`src/rtl/y86_pipe_regs.sv`:
```
// F/D/E/M/W pipeline register bank for the Y86-64 pipelined CPU, driven by the hazard
// controller's stall/bubble signals, with retire/bubble counters and sticky halt/error flags.
module y86_pipe_regs #(
    parameter int unsigned       DATA_W   = 64,
    parameter logic [DATA_W-1:0] RESET_PC = '0,
    parameter int unsigned       CNT_W    = 32
) (
    input  logic                  clk_i,
    input  logic                  rst_n_i,
    input  logic                  F_stall_i,
    input  logic                  D_stall_i,
    input  logic                  D_bubble_i,
    input  logic                  E_bubble_i,
    input  logic                  M_bubble_i,
    input  logic                  W_stall_i,
    input  logic [DATA_W-1:0]     f_predPC_i,
    input  logic [19+2*DATA_W-1:0] d_bus_i,
    input  logic [27+3*DATA_W-1:0] e_bus_i,
    input  logic [16+2*DATA_W-1:0] m_bus_i,
    input  logic [15+2*DATA_W-1:0] w_bus_i,
    output logic [DATA_W-1:0]     F_predPC_o,
    output logic [19+2*DATA_W-1:0] D_bus_o,
    output logic [27+3*DATA_W-1:0] E_bus_o,
    output logic [16+2*DATA_W-1:0] M_bus_o,
    output logic [15+2*DATA_W-1:0] W_bus_o,
    output logic                  halt_o,
    output logic                  ctrl_err_o,
    output logic [CNT_W-1:0]      retired_o,
    output logic [CNT_W-1:0]      bubbles_o
);

    localparam int unsigned D_W = 19 + 2*DATA_W;
    localparam int unsigned E_W = 27 + 3*DATA_W;
    localparam int unsigned M_W = 16 + 2*DATA_W;
    localparam int unsigned W_W = 15 + 2*DATA_W;

    localparam logic [2:0] SAOK  = 3'd1;
    localparam logic [3:0] INOP  = 4'd1;
    localparam logic [3:0] RNONE = 4'hF;

    localparam logic [D_W-1:0] D_NOP = {SAOK, INOP, 4'd0, RNONE, RNONE, {(2*DATA_W){1'b0}}};
    localparam logic [E_W-1:0] E_NOP = {SAOK, INOP, 4'd0, {(3*DATA_W){1'b0}},
                                        RNONE, RNONE, RNONE, RNONE};
    localparam logic [M_W-1:0] M_NOP = {SAOK, INOP, 1'b0, {(2*DATA_W){1'b0}}, RNONE, RNONE};
    localparam logic [W_W-1:0] W_NOP = {SAOK, INOP, {(2*DATA_W){1'b0}}, RNONE, RNONE};

    logic [DATA_W-1:0] f_pc_q, f_pc_d;
    logic [D_W-1:0]    d_q, d_d;
    logic [E_W-1:0]    e_q, e_d;
    logic [M_W-1:0]    m_q, m_d;
    logic [W_W-1:0]    w_q, w_d;
    logic              halt_q, halt_d;
    logic              err_q, err_d;
    logic [CNT_W-1:0]  retired_q, retired_d;
    logic [CNT_W-1:0]  bubbles_q, bubbles_d;

    logic       w_load;
    logic [2:0] w_in_stat;
    logic [3:0] w_in_icode;
    logic       d_bub_applied;
    logic [1:0] bub_inc;

    assign w_in_stat  = w_bus_i[W_W-1 -: 3];
    assign w_in_icode = w_bus_i[W_W-4 -: 4];

    // NOTE: every always_comb output is defaulted to its held value first, so no path
    // through the block leaves a variable unassigned and no latch can be inferred.
    always_comb begin
        f_pc_d    = f_pc_q;
        d_d       = d_q;
        e_d       = e_q;
        m_d       = m_q;
        w_d       = w_q;
        halt_d    = halt_q;
        err_d     = err_q;
        retired_d = retired_q;
        bubbles_d = bubbles_q;

        if (!F_stall_i) begin
            f_pc_d = f_predPC_i;
        end

        // Stall beats bubble on D; asserting both is a controller bug we latch for debug.
        if (D_stall_i) begin
            d_d = d_q;
        end else if (D_bubble_i) begin
            d_d = D_NOP;
        end else begin
            d_d = d_bus_i;
        end
        err_d = err_q | (D_stall_i & D_bubble_i);

        e_d = E_bubble_i ? E_NOP : e_bus_i;
        m_d = M_bubble_i ? M_NOP : m_bus_i;

        // A halted machine freezes W and both counters.
        w_load = !W_stall_i && !halt_q;
        if (w_load) begin
            w_d = w_bus_i;
            if (w_in_stat != SAOK) begin
                halt_d = 1'b1;
            end else if (w_in_icode != INOP) begin
                retired_d = retired_q + CNT_W'(1);
            end
        end

        d_bub_applied = D_bubble_i & ~D_stall_i;
        bub_inc       = {1'b0, d_bub_applied} + {1'b0, E_bubble_i} + {1'b0, M_bubble_i};
        if (!halt_q) begin
            bubbles_d = bubbles_q + CNT_W'(bub_inc);
        end
    end

    // NOTE: sequential state uses non-blocking assignments so every flop samples the
    // pre-edge values regardless of statement order.
    always_ff @(posedge clk_i or negedge rst_n_i) begin
        if (!rst_n_i) begin
            f_pc_q    <= RESET_PC;
            d_q       <= D_NOP;
            e_q       <= E_NOP;
            m_q       <= M_NOP;
            w_q       <= W_NOP;
            halt_q    <= 1'b0;
            err_q     <= 1'b0;
            retired_q <= '0;
            bubbles_q <= '0;
        end else begin
            f_pc_q    <= f_pc_d;
            d_q       <= d_d;
            e_q       <= e_d;
            m_q       <= m_d;
            w_q       <= w_d;
            halt_q    <= halt_d;
            err_q     <= err_d;
            retired_q <= retired_d;
            bubbles_q <= bubbles_d;
        end
    end

    assign F_predPC_o = f_pc_q;
    assign D_bus_o    = d_q;
    assign E_bus_o    = e_q;
    assign M_bus_o    = m_q;
    assign W_bus_o    = w_q;
    assign halt_o     = halt_q;
    assign ctrl_err_o = err_q;
    assign retired_o  = retired_q;
    assign bubbles_o  = bubbles_q;

endmodule
```
`config.mk`:
```
export PLATFORM = sky130hd
export DESIGN_NAME = y86_pipe_regs
export DESIGN_NICKNAME = d
export VERILOG_FILES = /design/src/rtl/y86_pipe_regs.sv
export SDC_FILE = /design/constraint.sdc
export NUM_CORES = 1
export LEC_CHECK = 0
export ABC_AREA = 0
export CORE_AREA = 5 5 589 591
export CTS_BUF_LIST = sky130_fd_sc_hd__clkbuf_8
export DETAILED_ROUTE_END_ITERATION = 10
export DIE_AREA = 0 0 594 596
export GPL_TIMING_DRIVEN = 1
export HOLD_SLACK_MARGIN = 0.12
export PLACE_DENSITY = 0.3
export SETUP_SLACK_MARGIN = 0.5
export SYNTH_ARGS = -nofsm -noshare
export SYNTH_HDL_FRONTEND = slang
export SYNTH_SLANG_ARGS = --single-unit
```
`constraint.sdc`:
```
create_clock -name clk_i -period 2.3 [get_ports clk_i]
set_input_delay 0.46 -clock clk_i [delete_from_list [all_inputs] [get_ports clk_i]]
set_output_delay 0.46 -clock clk_i [all_outputs]
set_load 0.05 [all_outputs]
```
Yosys cells after proc, flatten, opt, wreduce, memory -nomap -nowiden --
Cells that the tools add are included.
Storage, ports and cells: output and inout port bits 783, bits in registers 783, input bits 725
Cells by class: reduce and logical (&&, ||, !) cells 5, add/sub/neg operators 4, equal/unequal tests 2, bitwise gates (word level) 5, multiplexer cells 3
Operators by type and width (number):
- 219-bit 2-to-1 mux | 1
- 147-bit 2-to-1 mux | 1
- 144-bit 2-to-1 mux | 1
- 32-bit by 1-bit adder with 32-bit output (second input constant) | 1
- 32-bit by 2-bit adder with 32-bit output | 1
- 4-bit by 1-bit inequality test with 1-bit output (second input constant) | 1
- 3-bit by 1-bit inequality test with 1-bit output (second input constant) | 1
- 3-bit AND reduction | 1
- 1-bit by 1-bit adder with 2-bit output | 1
- 2-bit by 1-bit adder with 2-bit output | 1
- 1-bit bitwise AND | 2
- 1-bit zero test | 2
- 1-bit NOT | 2
- 2-bit AND reduction | 1
- 1-bit logical AND | 1
- 1-bit OR | 1

Depth between registers and ports, before layout --
depth after elaboration 5, depth in mapped cells 10, mapped depth without buffers 8

Least setup slack after synthesis --
OpenSTA, ideal clock, no wires.
kind input -> register, from input port D_stall_i, to register bubbles_q[22], in the netlist bubbles_o[22], data arrival time 2.733 ns, slack -0.575 ns, stages on the path 10, library setup time 0.142 ns, cell sequence clkbuf_1 clkbuf_1 nor2b_1 fa_1 ha_1 fa_1 nand2b_4 nor4_4 nand4_1 xnor2_1
On the way: longest elaborated chain between the ends 5
RTL lines:
- from (decl) | line 11 | input logic D_stall_i,
- 1-bit NOT | line 107 | d_bub_applied = D_bubble_i & ~D_stall_i;
- 1-bit bitwise AND | line 107
- 1-bit by 1-bit adder with 2-bit output | line 108 | bub_inc = {1'b0, d_bub_applied} + {1'b0, E_bubble_i} + {1'b0, M_bubble_i};
- 2-bit by 1-bit adder with 2-bit output | line 108
- 32-bit by 2-bit adder with 32-bit output | line 110 | bubbles_d = bubbles_q + CNT_W'(bub_inc);
- to (signal assigned) | line 136 | bubbles_q <= bubbles_d;
- to (decl) | line 55 | logic [CNT_W-1:0] bubbles_q, bubbles_d;
No other way between the ends. A chain may end at the register's enable or synchronous reset.

Final worst setup path --
from input port E_bubble_i, to register bubbles_q[26], in the netlist bubbles_o[26]
On the way: longest elaborated chain between the ends 3
RTL lines:
- from (decl) | line 13 | input logic E_bubble_i,
- 1-bit by 1-bit adder with 2-bit output | line 108
- 2-bit by 1-bit adder with 2-bit output | line 108
- 32-bit by 2-bit adder with 32-bit output | line 110
No other way between the ends.

==> impl_metrics.json <==
{
  "whs_endpoint": "D_bus_o[135]",
  "layout-drive-gt1-share_pct": 37.6,
  "p_leak_nw": 27.2,
  "p_sw_share_pct": 34.5,
  "setup-violations-final": 0,
  "worstSetupPathType": "input pin to register",
  "worstHoldPathCells": 3,
  "most-common-layout-cells": "752 x dlygate4sd3_1, 718 x clkdlybuf4s50_1, 643 x dfrtp_1",
  "endpoint_kind": "register",
  "slowest_delay_ns": 0.64,
  "clk_latency_ns": 0.98,
  "p_total_mw": 45.1,
  "cts_root_buffer": "clkbuf_8",
  "cp_top_family": "adder cells",
  "synthFlopType": "dfrtp_1",
  "period_needed_ns": 2.30,
  "start_util_pct": 8.07,
  "dieHeight_um": 596,
  "async_flop_share_pct": 100,
  "critPathRequiredTime_ns": 3.12,
  "cp_num_buf_inv": 3,
  "combPwrFrac_pct": 26.9,
  "hold_slack_ns": 0.243,
  "synth_nets": 2560,
  "vias": 27338,
  "slowest_stage": "dlygate4sd3_1",
  "gr-usage-all-layers_pct": 14.9,
  "synth_area_per_cell_um2": 15.1,
  "p_sw_mw": 15.6,
  "postRouteAntennaNets": 0,
  "area_growth_pct": 130,
  "yosysSeqAreaShare_pct": 71.4,
  "grt_pass1_wl_um": 342000,
  "die-width_um": 594,
  "drc": 0,
  "die_area_mm2": 0.354,
  "ctsHtreeMaxLevel": 4,
  "grt_antenna_before_repair": 356,
  "rows": 215,
  "dpl_cell_area_mm2": 0.0479,
  "clk_pin_slew_ns": 0.06,
  "max_freq_mhz": 436,
  "fin_nets": 5169,
  "regToRegStartpoint": "bubbles_o[0]",
  "drt_iter0_drc": 1285,
  "seqPwrFrac_pct": 34.9,
  "synth-edff-count": 0,
  "cts_tree": "yes",
  "via_per_inst": 2.96,
  "core_mm2": 0.341,
  "cell_internal_pwr_mw": 29.5,
  "fin_area_mm2": 0.0634,
  "grt_pass1_vias": 29084,
  "slew_headroom_pct": 43.8,
  "min-delay-start": "d_bus_i[135]",
  "finalCritPeriodShare_pct": 99.8,
  "peakVddDrop_v": 0.000360,
  "critPathLaunchType": "input pin",
  "finClkSkew_ns": 0.0760,
  "reg2reg_slack_ns": 0.41,
  "ys_ff_latch": 783,
  "status": "finished clean",
  "cts_buffers": 174,
  "hold_viol": 0,
  "clockPowerShare_pct": 38.2,
  "worstPathArrival_ns": 3.12,
  "slew_violations": 0,
  "cap_violations": 0,
  "rr_endpoint": "bubbles_o[26]",
  "gp_congestion": 0.862,
  "hold_path.class": "input pin to register",
  "pwr_density_cell_mw_per_mm2": 711,
  "grt_setup_unrepaired": "yes",
  "dp.final_hpwl_um": 234000,
  "grt_overflow": 0,
  "wl_per_cell_um": 29.6,
  "layout_commonest_cell": "dlygate4sd3_1",
  "finalWirelength_um": 274000,
  "synthCells": 1830,
  "grt_max_degree": 128,
  "cts.sinks": 783,
  "io_pins": 1508,
  "ys_types": 45,
  "rr_worst_depth": 7,
  "syn-cell-area_mm2": 0.0275,
  "placed_cells": 7873,
  "crit_fanout": 5,
  "path_cells": "buf_8 -> dlygate4sd3_1 -> fa_1 -> ha_4 -> fa_2 -> nand2b_4 -> nor4_4 -> buf_6 -> nand4_1 -> xnor2_1",
  "drtPass1Iterations": 5,
  "clockBufferDepth": 4,
  "tightest_slew_ns": 0.843,
  "yosysWarnings": 0,
  "stdcell_count": 9233,
  "numPortBuffers": 1507
}
layer usage:
metal	global-route usage (%)	share of wire [%]	vias to the layer above	wire length, µm
li1	-	-	11571	-
met2	25.2	47	1641	127000
met3	7.23	11	651	31200
met1	17.1	38	13317	105000
met4	2.77	3.3	158	9080
met5	0	0.36	-	978
Yosys cell counts (2+ instances only):
master    instances  share of area (%)
buf_6             2              0.082
nand4_2           3               0.14
nor3_1            8               0.15
a22o_1          137                4.4
nor2_1           19               0.26
or4_1             2              0.054
nand2_1          33               0.45
dfstp_2          48                4.6
and3_1            8               0.18
buf_2            18               0.33
inv_1             3              0.041
or2_2            30               0.68
nand3_1          17               0.31
clkbuf_1         78                1.1
nor4_2            4               0.18
mux2_2          209                8.5
dfrtp_1         735                 67
ha_1              3               0.14
xor2_1           26               0.83
fa_1              2               0.15
and2_1            4              0.091
nor4_1           11               0.25
and4_1            8               0.25
xnor2_1          35                1.1
nor2b_1         336                7.6
nand4_1          19               0.43
o21ai_0          10               0.18
buf_1             4              0.054
nand4b_1          2              0.064
logic make-up after synthesis:
kind of cell,count (synthesis),synth area share [%]
buf+inv,106,1.59
mux,210,8.60
compound gates,150,4.61
simple gates,515,11.6
fa+ha+maj,5,0.282
flops,783,71.4
xor+xnor,61,1.94
tightest hold or removal path, stage by stage:
cell and delay, ns:
clkdlybuf4s50_1 0.51, nor2_1 0.14, o21ai_0 0.08
power by group through the flow:
stage               Clock [mW]  Sequential, mW  Combinational [mW]
floorplan                    0            19.3                1.08
CTS                       18.3            15.7                11.9
global route              18.7            15.8                12.7
global placement             0            15.8                9.90
detailed placement           0            15.8                9.88
finish                    17.2            15.7                12.2
worst max path at each step:
stage	from	end	slack, ns	cells past startpoint
floorplan	D_stall_i	bubbles_o[22]	-0.19	10
global placement	D_bubble_i	bubbles_o[26]	-0.88	9
detailed placement	D_bubble_i	bubbles_o[28]	-0.86	9
CTS	E_bus_o[7]	E_bus_o[7]	-0.07	1
global route	E_bus_o[7]	E_bus_o[7]	-0.04	1
finish	E_bubble_i	bubbles_o[26]	0.004	10
final cells by class:
class | instances | area [µm²]
Sequential cell | 783 | 19800
Antenna cell | 96 | 240
Clock inverter | 95 | 641
Clock buffer | 222 | 3060
Timing Repair Buffer | 2536 | 26500
Multi-Input combinational cell | 941 | 7480
Tap cell | 4557 | 5700
Inverter | 3 | 11.3
Fill cell | 37361 | 278000
registers in the layout (all words and copies together) (netlist names):
signal and count:
E_bus_o 219, retired_o 32, halt_o 1, ctrl_err_o 1
bubbles_o 32, W_bus_o 143, F_predPC_o 64, D_bus_o 147
M_bus_o 144
stage by stage:
| stage | worst slack (ns) | setup TNS [ns] | util (%) |
|---|---|---|---|
| after floorplan | -0.185 | -1.49 | - |
| after detailed placement | -0.859 | -18.64 | 14.0 |
| after global routing | -0.0351 | -0.147 | 18.5 |
| final | 0.00389 | 0 | 18.6 |
| after CTS | -0.0746 | -1.43 | 17.8 |
| after global placement | -0.880 | -19.05 | 14.0 |
what timing repair did:
| action | in CTS | in global routing |
|---|---|---|
| pin swaps | 0 | 5 |
| gates resized for setup | 2799 | 525 |
| setup endpoints to repair | 792 | 919 |
| buffers inserted | 54 | 140 |
| cloned | 0 | 1 |
| hold endpoints to repair | 1448 | 44 |
| hold buffers | 751 | 3 |
Power figures use the tool's default switching activity.
